--- config.mk ---
export PLATFORM = sky130hd
export DESIGN_NAME = race_director
export DESIGN_NICKNAME = d
export VERILOG_FILES = /design/src/rtl/race_director.sv
export SDC_FILE = /design/constraint.sdc
export NUM_CORES = 1
export LEC_CHECK = 0
export ABC_AREA = 1
export CAP_MARGIN = 10
export CORE_AREA = 4 4 108 110
export CTS_CLUSTER_SIZE = 8
export DETAILED_ROUTE_END_ITERATION = 8
export DIE_AREA = 0 0 112 114
export PLACE_DENSITY_LB_ADDON = 0.15
export SKIP_LAST_GASP = 1
export SYNTH_ARGS = -nofsm -noshare
export SYNTH_HDL_FRONTEND = slang
export SYNTH_SLANG_ARGS = --single-unit
--- constraint.sdc ---
create_clock -name clk -period 3.27 [get_ports clk]
set_input_delay 0.654 -clock clk [delete_from_list [all_inputs] [get_ports clk]]
set_output_delay 0.654 -clock clk [all_outputs]
set_load 0.02 [all_outputs]
--- src/rtl/race_director.sv ---
// Race sequencer: owns the shared game state bus, runs the 3-2-1 countdown,
// tracks per-player lap progress by map quadrant and declares the winner.
module race_director #(
  parameter int unsigned CLK_FREQ    = 100_000_000,
  parameter logic [9:0]  MAP_W       = 10'd320,
  parameter logic [9:0]  MAP_H       = 10'd240,
  parameter logic [7:0]  COUNT_TICKS = 8'd60,
  parameter logic [3:0]  NUM_LAPS    = 4'd3
) (
  input  logic        clk,
  input  logic        rst,
  input  logic        start_btn,
  input  logic [9:0]  p1_x,
  input  logic [9:0]  p1_y,
  input  logic [9:0]  p2_x,
  input  logic [9:0]  p2_y,
  output logic [2:0]  state,
  output logic [1:0]  countdown,
  output logic [3:0]  p1_laps,
  output logic [3:0]  p2_laps,
  output logic [1:0]  winner,
  output logic [15:0] race_frames
);

  typedef enum logic [2:0] {
    S_IDLE   = 3'd0,
    S_CNT3   = 3'd1,
    S_CNT2   = 3'd2,
    S_CNT1   = 3'd3,
    S_RACE   = 3'd4,
    S_FINISH = 3'd5
  } state_t;

  localparam int unsigned TICK_LAST_I = CLK_FREQ / 60;
  localparam int          TICK_W      = (TICK_LAST_I > 0) ? $clog2(TICK_LAST_I + 1) : 1;
  localparam logic [TICK_W-1:0] TICK_LAST = TICK_W'(TICK_LAST_I);
  localparam logic [9:0]  CX        = MAP_W >> 1;
  localparam logic [9:0]  CY        = MAP_H >> 1;
  localparam logic [7:0]  STEP_LAST = COUNT_TICKS - 8'd1;

  state_t            state_q;
  state_t            state_nxt;
  logic [TICK_W-1:0] tick_cnt;
  logic              game_tick;
  logic              btn_q;
  logic              start_edge;
  logic              start_race;
  logic              race_tick;
  logic              counting;
  logic              step_done;
  logic [7:0]        step_q;

  logic [1:0][9:0]   pos_x;
  logic [1:0][9:0]   pos_y;
  logic [1:0][1:0]   sector;
  logic [1:0][1:0]   last_q;
  logic [1:0]        armed_q;
  logic [1:0]        advance;
  logic [1:0]        lap_wrap;
  logic [1:0]        reach;
  logic [1:0][3:0]   laps_q;
  logic [1:0][3:0]   laps_nxt;
  logic [1:0]        win_nxt;
  logic [1:0]        winner_q;
  logic [15:0]       frames_q;

  // Game tick: one clock in every TICK_LAST+1, first one right after reset.
  always_ff @(posedge clk) begin
    if (rst) begin
      tick_cnt <= '0;
    end else if (tick_cnt == TICK_LAST) begin
      tick_cnt <= '0;
    end else begin
      tick_cnt <= tick_cnt + 1'b1;
    end
  end

  assign game_tick = (tick_cnt == '0);

  // Follows the button even in reset so a press held through reset is no edge.
  always_ff @(posedge clk) begin
    btn_q <= start_btn;
  end

  assign start_edge = start_btn & ~btn_q;
  assign start_race = (state_q == S_IDLE) && start_edge;
  assign race_tick  = (state_q == S_RACE) && game_tick;
  assign step_done  = game_tick && (step_q == STEP_LAST);

  assign pos_x = {p2_x, p1_x};
  assign pos_y = {p2_y, p1_y};

  // Per-player quadrant, forward-progress and post-increment lap values.
  always_comb begin
    sector   = '0;
    advance  = '0;
    lap_wrap = '0;
    laps_nxt = laps_q;
    reach    = '0;
    for (int i = 0; i < 2; i++) begin
      case ({pos_y[i] >= CY, pos_x[i] >= CX})
        2'b00:   sector[i] = 2'd0;
        2'b01:   sector[i] = 2'd1;
        2'b11:   sector[i] = 2'd2;
        default: sector[i] = 2'd3;
      endcase
      advance[i]  = race_tick && (sector[i] == last_q[i] + 2'd1);
      lap_wrap[i] = advance[i] && (sector[i] == 2'd0);
      if (lap_wrap[i] && armed_q[i] && (laps_q[i] != 4'hF)) begin
        laps_nxt[i] = laps_q[i] + 4'd1;
      end
      reach[i] = (laps_nxt[i] >= NUM_LAPS);
    end
  end

  // Bit 0 = P1, bit 1 = P2, so a simultaneous finish encodes as a tie (3).
  assign win_nxt = race_tick ? reach : 2'b00;

  always_ff @(posedge clk) begin
    if (rst) begin
      state_q <= S_IDLE;
    end else begin
      state_q <= state_nxt;
    end
  end

  always_comb begin
    state_nxt = state_q;
    case (state_q)
      S_IDLE:   if (start_edge) state_nxt = S_CNT3;
      S_CNT3:   if (step_done)  state_nxt = S_CNT2;
      S_CNT2:   if (step_done)  state_nxt = S_CNT1;
      S_CNT1:   if (step_done)  state_nxt = S_RACE;
      S_RACE:   if (|win_nxt)   state_nxt = S_FINISH;
      S_FINISH: if (start_edge) state_nxt = S_IDLE;
      default:  state_nxt = S_IDLE;
    endcase
  end

  always_comb begin
    countdown = 2'd0;
    case (state_q)
      S_CNT3:  countdown = 2'd3;
      S_CNT2:  countdown = 2'd2;
      S_CNT1:  countdown = 2'd1;
      default: countdown = 2'd0;
    endcase
  end

  assign counting = (countdown != 2'd0);

  always_ff @(posedge clk) begin
    if (rst || start_race) begin
      step_q <= 8'd0;
    end else if (counting && game_tick) begin
      step_q <= step_done ? 8'd0 : step_q + 8'd1;
    end
  end

  // Race results: cleared only when a new countdown starts, frozen otherwise.
  always_ff @(posedge clk) begin
    if (rst || start_race) begin
      last_q   <= '1;
      armed_q  <= '0;
      laps_q   <= '0;
      winner_q <= 2'd0;
      frames_q <= 16'd0;
    end else if (race_tick) begin
      for (int i = 0; i < 2; i++) begin
        if (advance[i]) begin
          last_q[i] <= sector[i];
        end
        if (lap_wrap[i] && !armed_q[i]) begin
          armed_q[i] <= 1'b1;
        end
      end
      laps_q <= laps_nxt;
      if (|win_nxt) begin
        winner_q <= win_nxt;
      end
      if (frames_q != 16'hFFFF) begin
        frames_q <= frames_q + 16'd1;
      end
    end
  end

  assign state       = state_q;
  assign p1_laps     = laps_q[0];
  assign p2_laps     = laps_q[1];
  assign winner      = winner_q;
  assign race_frames = frames_q;

endmodule

### Word-level counts from Yosys, hierarchy flattened

Cells that the tools add are included.

| storage, ports and cells | value |
|---|---|
| register bits | 65 |
| bits of input ports | 43 |
| output and inout port bits | 31 |
| word-level logic and storage cells | 96 |

| operators by class | value |
|---|---|
| add/sub/neg operators | 7 |
| magnitude comparators | 6 |
| equal/unequal tests | 22 |
| mux-type cells | 14 |
| bitwise gates (word level) | 2 |
| reduce and logical (&&, ||, !) cells | 33 |

Operators by type and width:

| cell | number |
|---|---|
| $add 21x1->21 const B | 1 |
| $eq 21x21->1 const B | 1 |
| $logic_not 21->1 | 1 |
| $ge 10x7->1 const B | 2 |
| $ge 10x8->1 const B | 2 |
| $mux 3 | 6 |
| $pmux 2 s3 | 3 |
| $pmux 3 s6 | 1 |
| $add 16x1->16 const B | 1 |
| $ne 16x16->1 const B | 1 |
| $logic_and 1x1->1 | 14 |
| $reduce_and 2->1 | 6 |
| $ne 2x2->1 const B | 5 |
| $add 4x1->4 const B | 2 |
| $add 8x1->8 const B | 1 |
| $eq 8x6->1 const B | 1 |
| $ge 4x2->1 const B | 2 |
| $logic_not 2->1 | 4 |
| $mux 4 | 2 |
| $mux 8 | 1 |
| $ne 4x4->1 const B | 2 |
| $eq 3x2->1 const B | 2 |
| $eq 3x3->1 const B | 2 |
| $reduce_and 6->1 | 1 |
| 14 further kinds | 20 |

### Longest topological paths before layout

| logic depth | value |
|---|---|
| word-level depth | 14 |
| depth in mapped cells | 22 |

### Worst setup path after synthesis

No wires, ideal clock.

| path | value |
|---|---|
| path kind | input port to flip-flop |
| start point | input p2_y[9] |
| end point | register state_q[0] (netlist: state[0]) |
| library setup time | 115 ps |
| arrival time | 2,458 ps |
| required time | 3,155 ps |
| path slack | 696 ps |
| stages on the path | 19 |
| cells stage by stage | nor3_1 and2_1 inv_1 ha_1 inv_1 nand2_1 nand3b_1 nand2_1 inv_1 nor2_1 nand4_1 o21ai_1 nand2_1 nand2_1 nand2_2 nand3_4 nand3_1 nand2_1 nor2_1 |

RTL lines:

| item | RTL line | text |
|---|---|---|
| from (decl) | 16 | `input logic [9:0] p2_y,` |
| to (signal assigned) | 123 | `state_q <= state_nxt;` |
| to (decl) | 41 | `state_t state_q;` |

==> results.json <==
{
  "cts_max_level": 3,
  "flow.area_growth_from_synthesis_pct": 26.26,
  "tns_ns": 0,
  "crit_fanout": 6,
  "rsz0062_at_grt": "no",
  "min_period_ns": 2.898,
  "syn_area_mm2": 0.003655,
  "dp_worst_setup_slack_ns": -0.03762,
  "cpMostUsedCell": "sky130_fd_sc_hd__nand2_1",
  "floorplan.rows": 38,
  "tritoncts": "yes",
  "grt_first_pass_wirelength_um": 14380,
  "dp.final_hpwl_um": 6404,
  "r2r_slack_ns": 0.93,
  "drt_wl_total_um": 8243,
  "floorplan.die_area_mm2": 0.01277,
  "drt_first_pass_iters": 4,
  "core-area_mm2": 0.01070,
  "grt_start_max_net_pins": 19,
  "initialDrtViolationCount": 210,
  "start_util": 0.3416,
  "vdd_drop_max_mv": 0.3153,
  "synth_top_cells_by_area": "sky130_fd_sc_hd__dfxtp_1 (36%), sky130_fd_sc_hd__nand2_1 (10%), sky130_fd_sc_hd__inv_1 (8.5%)",
  "wire_per_inst_um": 10.98,
  "n_antenna_cell": 0,
  "hold_path_class": "register to register",
  "io-pin-count": 74,
  "synth_register_bits": 65,
  "cts_hold_buf": 0,
  "dominantRegCellSynth": "sky130_fd_sc_hd__dfxtp_1",
  "post_synth_cell_types": 40,
  "finalNetCount": 662,
  "p_per_area_mw_per_mm2": 445.7,
  "buffer_and_inverter_count_on_the_worst_path": 4,
  "grtUsageTotal": 0.1344,
  "antenna_violating_nets_post_route": 0,
  "via_count_of_the_routed_design": 3502,
  "post_synth.cell_area_avg_um2": 6.819,
  "detail_route.drc_violations": 0,
  "final_max_slew_viol_count": 0,
  "outcome": "complete, no violations",
  "vert_die_dim_um": 114,
  "yosys_warnings": 0,
  "max_cap_violations": 0,
  "crit_chain": "clkdlybuf4s50_1, nor3_1, and2_1, inv_1, ha_1, inv_1, nand2_1, nand3b_1, nand2_1, inv_1, nor2_2, nand4_1, o21ai_1, nand2_1, nand2_1, nand2_2, nand3_4, nand3_1, nand2_1, nor2_1",
  "die_width_um": 112,
  "fin_ws_ns": 0.3717,
  "cts.sinks": 65,
  "layout.filler_cells": 1132,
  "async_flop_share": 0,
  "static-leakage-power_nw": 1.896,
  "worst_slew_margin_rel": 0.6801,
  "post_synth_inst_count": 536,
  "critical-path-max-stage-delay_ns": 0.40,
  "sequential_cell_area_mm2": 0.001301,
  "critPathCaptureType": "register",
  "clock_slew_seen_by_the_registers_of_the_worst_setup_and_hold_paths_ns": 0.07,
  "final.period_utilization": 0.8863,
  "fmax_mhz": 345.0,
  "cts-root-buf": "sky130_fd_sc_hd__clkbuf_8",
  "post-cts-setup-buffers": 0,
  "timing_worst_setup_path_type": "input port to register",
  "final.setup_skew_ns": 0.01214,
  "syn-num-nets": 592,
  "total_cts_buffers": 9,
  "post-synth-top-area-fraction": 0.3560,
  "grt_pass1_vias": 3349,
  "setup-violations-final": 0,
  "synth_top_cell_by_area": "sky130_fd_sc_hd__dfxtp_1",
  "gp_congestion": 0.8160,
  "synth_sequential_area_ratio": 0.3560,
  "insertion_delay_ns": 0.34,
  "grt_antenna_before_repair": 0,
  "cp_data_required_time_ns": 3.50,
  "global_route.overflow_total": 0,
  "post_drt_via_cell_ratio": 4.663,
  "multi_input_area_mm2": 0.002009,
  "setup.worst_path.start_class": "input port",
  "worst_slew_pin_slew_ns": 0.4793,
  "critical_path.slowest_cell": "sky130_fd_sc_hd__clkdlybuf4s50_1",
  "number_of_enable_flip_flop_cells_after_synthesis": 0,
  "final_layout_size_suffix_gt1_frac": 0.09002,
  "buffer_ports.inserted": 57,
  "critPathTopFamily": "simple AND/OR/NAND/NOR gates",
  "ctsLongestPathBuffers": 2,
  "finalHoldViolCount": 0,
  "worst_ep_arrival_time_ns": 3.13,
  "final_core_util": 0.4313
}
cells in the final DEF, fill, tap and decap left out, types with 2 or more instances in the layout:
cell / synthesis / layout
sky130_fd_sc_hd__a21oi_1: 39 / 39
sky130_fd_sc_hd__a221oi_1: 2 / 2
sky130_fd_sc_hd__a31oi_1: 2 / 2
sky130_fd_sc_hd__buf_4: 0 / 5
sky130_fd_sc_hd__clkbuf_8: 0 / 11
sky130_fd_sc_hd__clkdlybuf4s50_1: 0 / 57
sky130_fd_sc_hd__clkinvlp_4: 0 / 3
sky130_fd_sc_hd__dfxtp_1: 65 / 65
sky130_fd_sc_hd__ha_1: 13 / 13
sky130_fd_sc_hd__inv_1: 83 / 83
sky130_fd_sc_hd__inv_2: 6 / 6
sky130_fd_sc_hd__nand2_1: 102 / 102
sky130_fd_sc_hd__nand2_2: 6 / 6
sky130_fd_sc_hd__nand3_1: 24 / 24
sky130_fd_sc_hd__nand3_2: 3 / 3
sky130_fd_sc_hd__nand3b_1: 3 / 3
sky130_fd_sc_hd__nand4_1: 17 / 17
sky130_fd_sc_hd__nor2_1: 81 / 79
sky130_fd_sc_hd__nor2_2: 5 / 7
sky130_fd_sc_hd__nor2_4: 7 / 7
sky130_fd_sc_hd__nor3_1: 16 / 16
sky130_fd_sc_hd__nor3b_1: 3 / 3
sky130_fd_sc_hd__nor4_1: 8 / 8
sky130_fd_sc_hd__o211ai_1: 4 / 4
sky130_fd_sc_hd__o21a_1: 2 / 2
sky130_fd_sc_hd__o21ai_0: 19 / 18
sky130_fd_sc_hd__o21ai_1: 2 / 3
sky130_fd_sc_hd__xnor2_1: 3 / 3
sky130_fd_sc_hd__xor2_1: 4 / 4
through the flow:
step / instance area [um2] / total power [mW] / hold WS, ns / std cells
2_1_floorplan: 3655 / 1.245 / 0.4227 / 536
3_3_place_gp: 4427 / 1.437 / 0.4384 / 735
3_5_place_dp: 4427 / 1.444 / 0.4463 / 735
4_1_cts: 4609 / 2.087 / 0.4558 / 751
5_1_grt: 4614 / 2.197 / 0.4723 / 751
6_report: 4614 / 2.057 / 0.4522 / 751
layout make-up:
cell class                      count  area share
Clock buffer                       12     0.03362
Tap cell                          140     0.03796
Clock inverter                      4    0.005965
Sequential cell                    65      0.2820
Inverter                           90     0.07321
Timing Repair Buffer               62      0.1318
Multi-Input combinational cell    378      0.4355
where the power goes:
group | switching [mW] | internal [mW]
registers | 0.0410 | 0.826
logic | 0.339 | 0.219
clock network | 0.316 | 0.316
synthesized netlist by cell type, drive strengths merged (2+ instances only):
cell type / number
xnor2: 3
inv: 89
o21ai: 21
o21a: 2
a21oi: 40
xor2: 4
nand2: 108
a31oi: 2
ha: 13
a221oi: 2
nand3b: 3
clkbuf: 3
nor3: 18
o211ai: 4
nor3b: 3
nand3: 28
nor2: 93
nand4: 18
dfxtp: 65
nor4: 8
sequential cells by signal (all words and copies together), names as in the netlist:
name         flops
p1_laps          4
winner           2
btn_q            1
race_frames     16
p2_laps          4
step_q           8
last_q           4
state            3
tick_cnt        21
armed_q          2
repair_timing:
action,CTS,global route
endpoints found under the hold margin,0,0
setup endpoints to repair,0,3
gates resized for setup,0,3
worst register-to-register path: cells and delay by family, from the launching register on:
kind	cells	cell delay (ns)
adder cells (fa/ha/maj)	1	0.17
AND/OR/NAND/NOR	16	1.64
buffers and inverters	2	0.12
flip-flops	1	0.34
path summary, 6_finish.rpt:
kind,startpoint,to,cells after the start
hold reg to reg,step_q[7]$_SDFFE_PP0P_,step_q[7]$_SDFFE_PP0P_,1
setup reg to reg,tick_cnt[0]$_SDFF_PP0_,state[0]$_SDFFE_PP0P_,19
setup / recovery,p2_y[9],state[0]$_SDFFE_PP0P_,20
hold / removal,step_q[7]$_SDFFE_PP0P_,step_q[7]$_SDFFE_PP0P_,1
routing by layer:
metal,wire length [um],share of wire,vias to the layer above,global-route usage
li1,-,-,1890,-
met1,4050,0.49,1536,0.1689
met2,3724,0.45,71,0.2306
met3,373,0.045,5,0.02387
met4,95,0.012,0,0.05128
met5,0,0,-,0
cell families (layout without fill, tap and decap cells):
kind of cell    Yosys count  count (layout)  share of synthesized area
buf+inv                  93             168                    0.09551
simple gates            281             281                     0.3677
xor+xnor                  7               7                    0.01678
compound gates           77              77                     0.1195
flops                    65              65                     0.3560
fa+ha+maj                13              13                    0.04451
No activity file was read; power rests on OpenSTA's default activity.
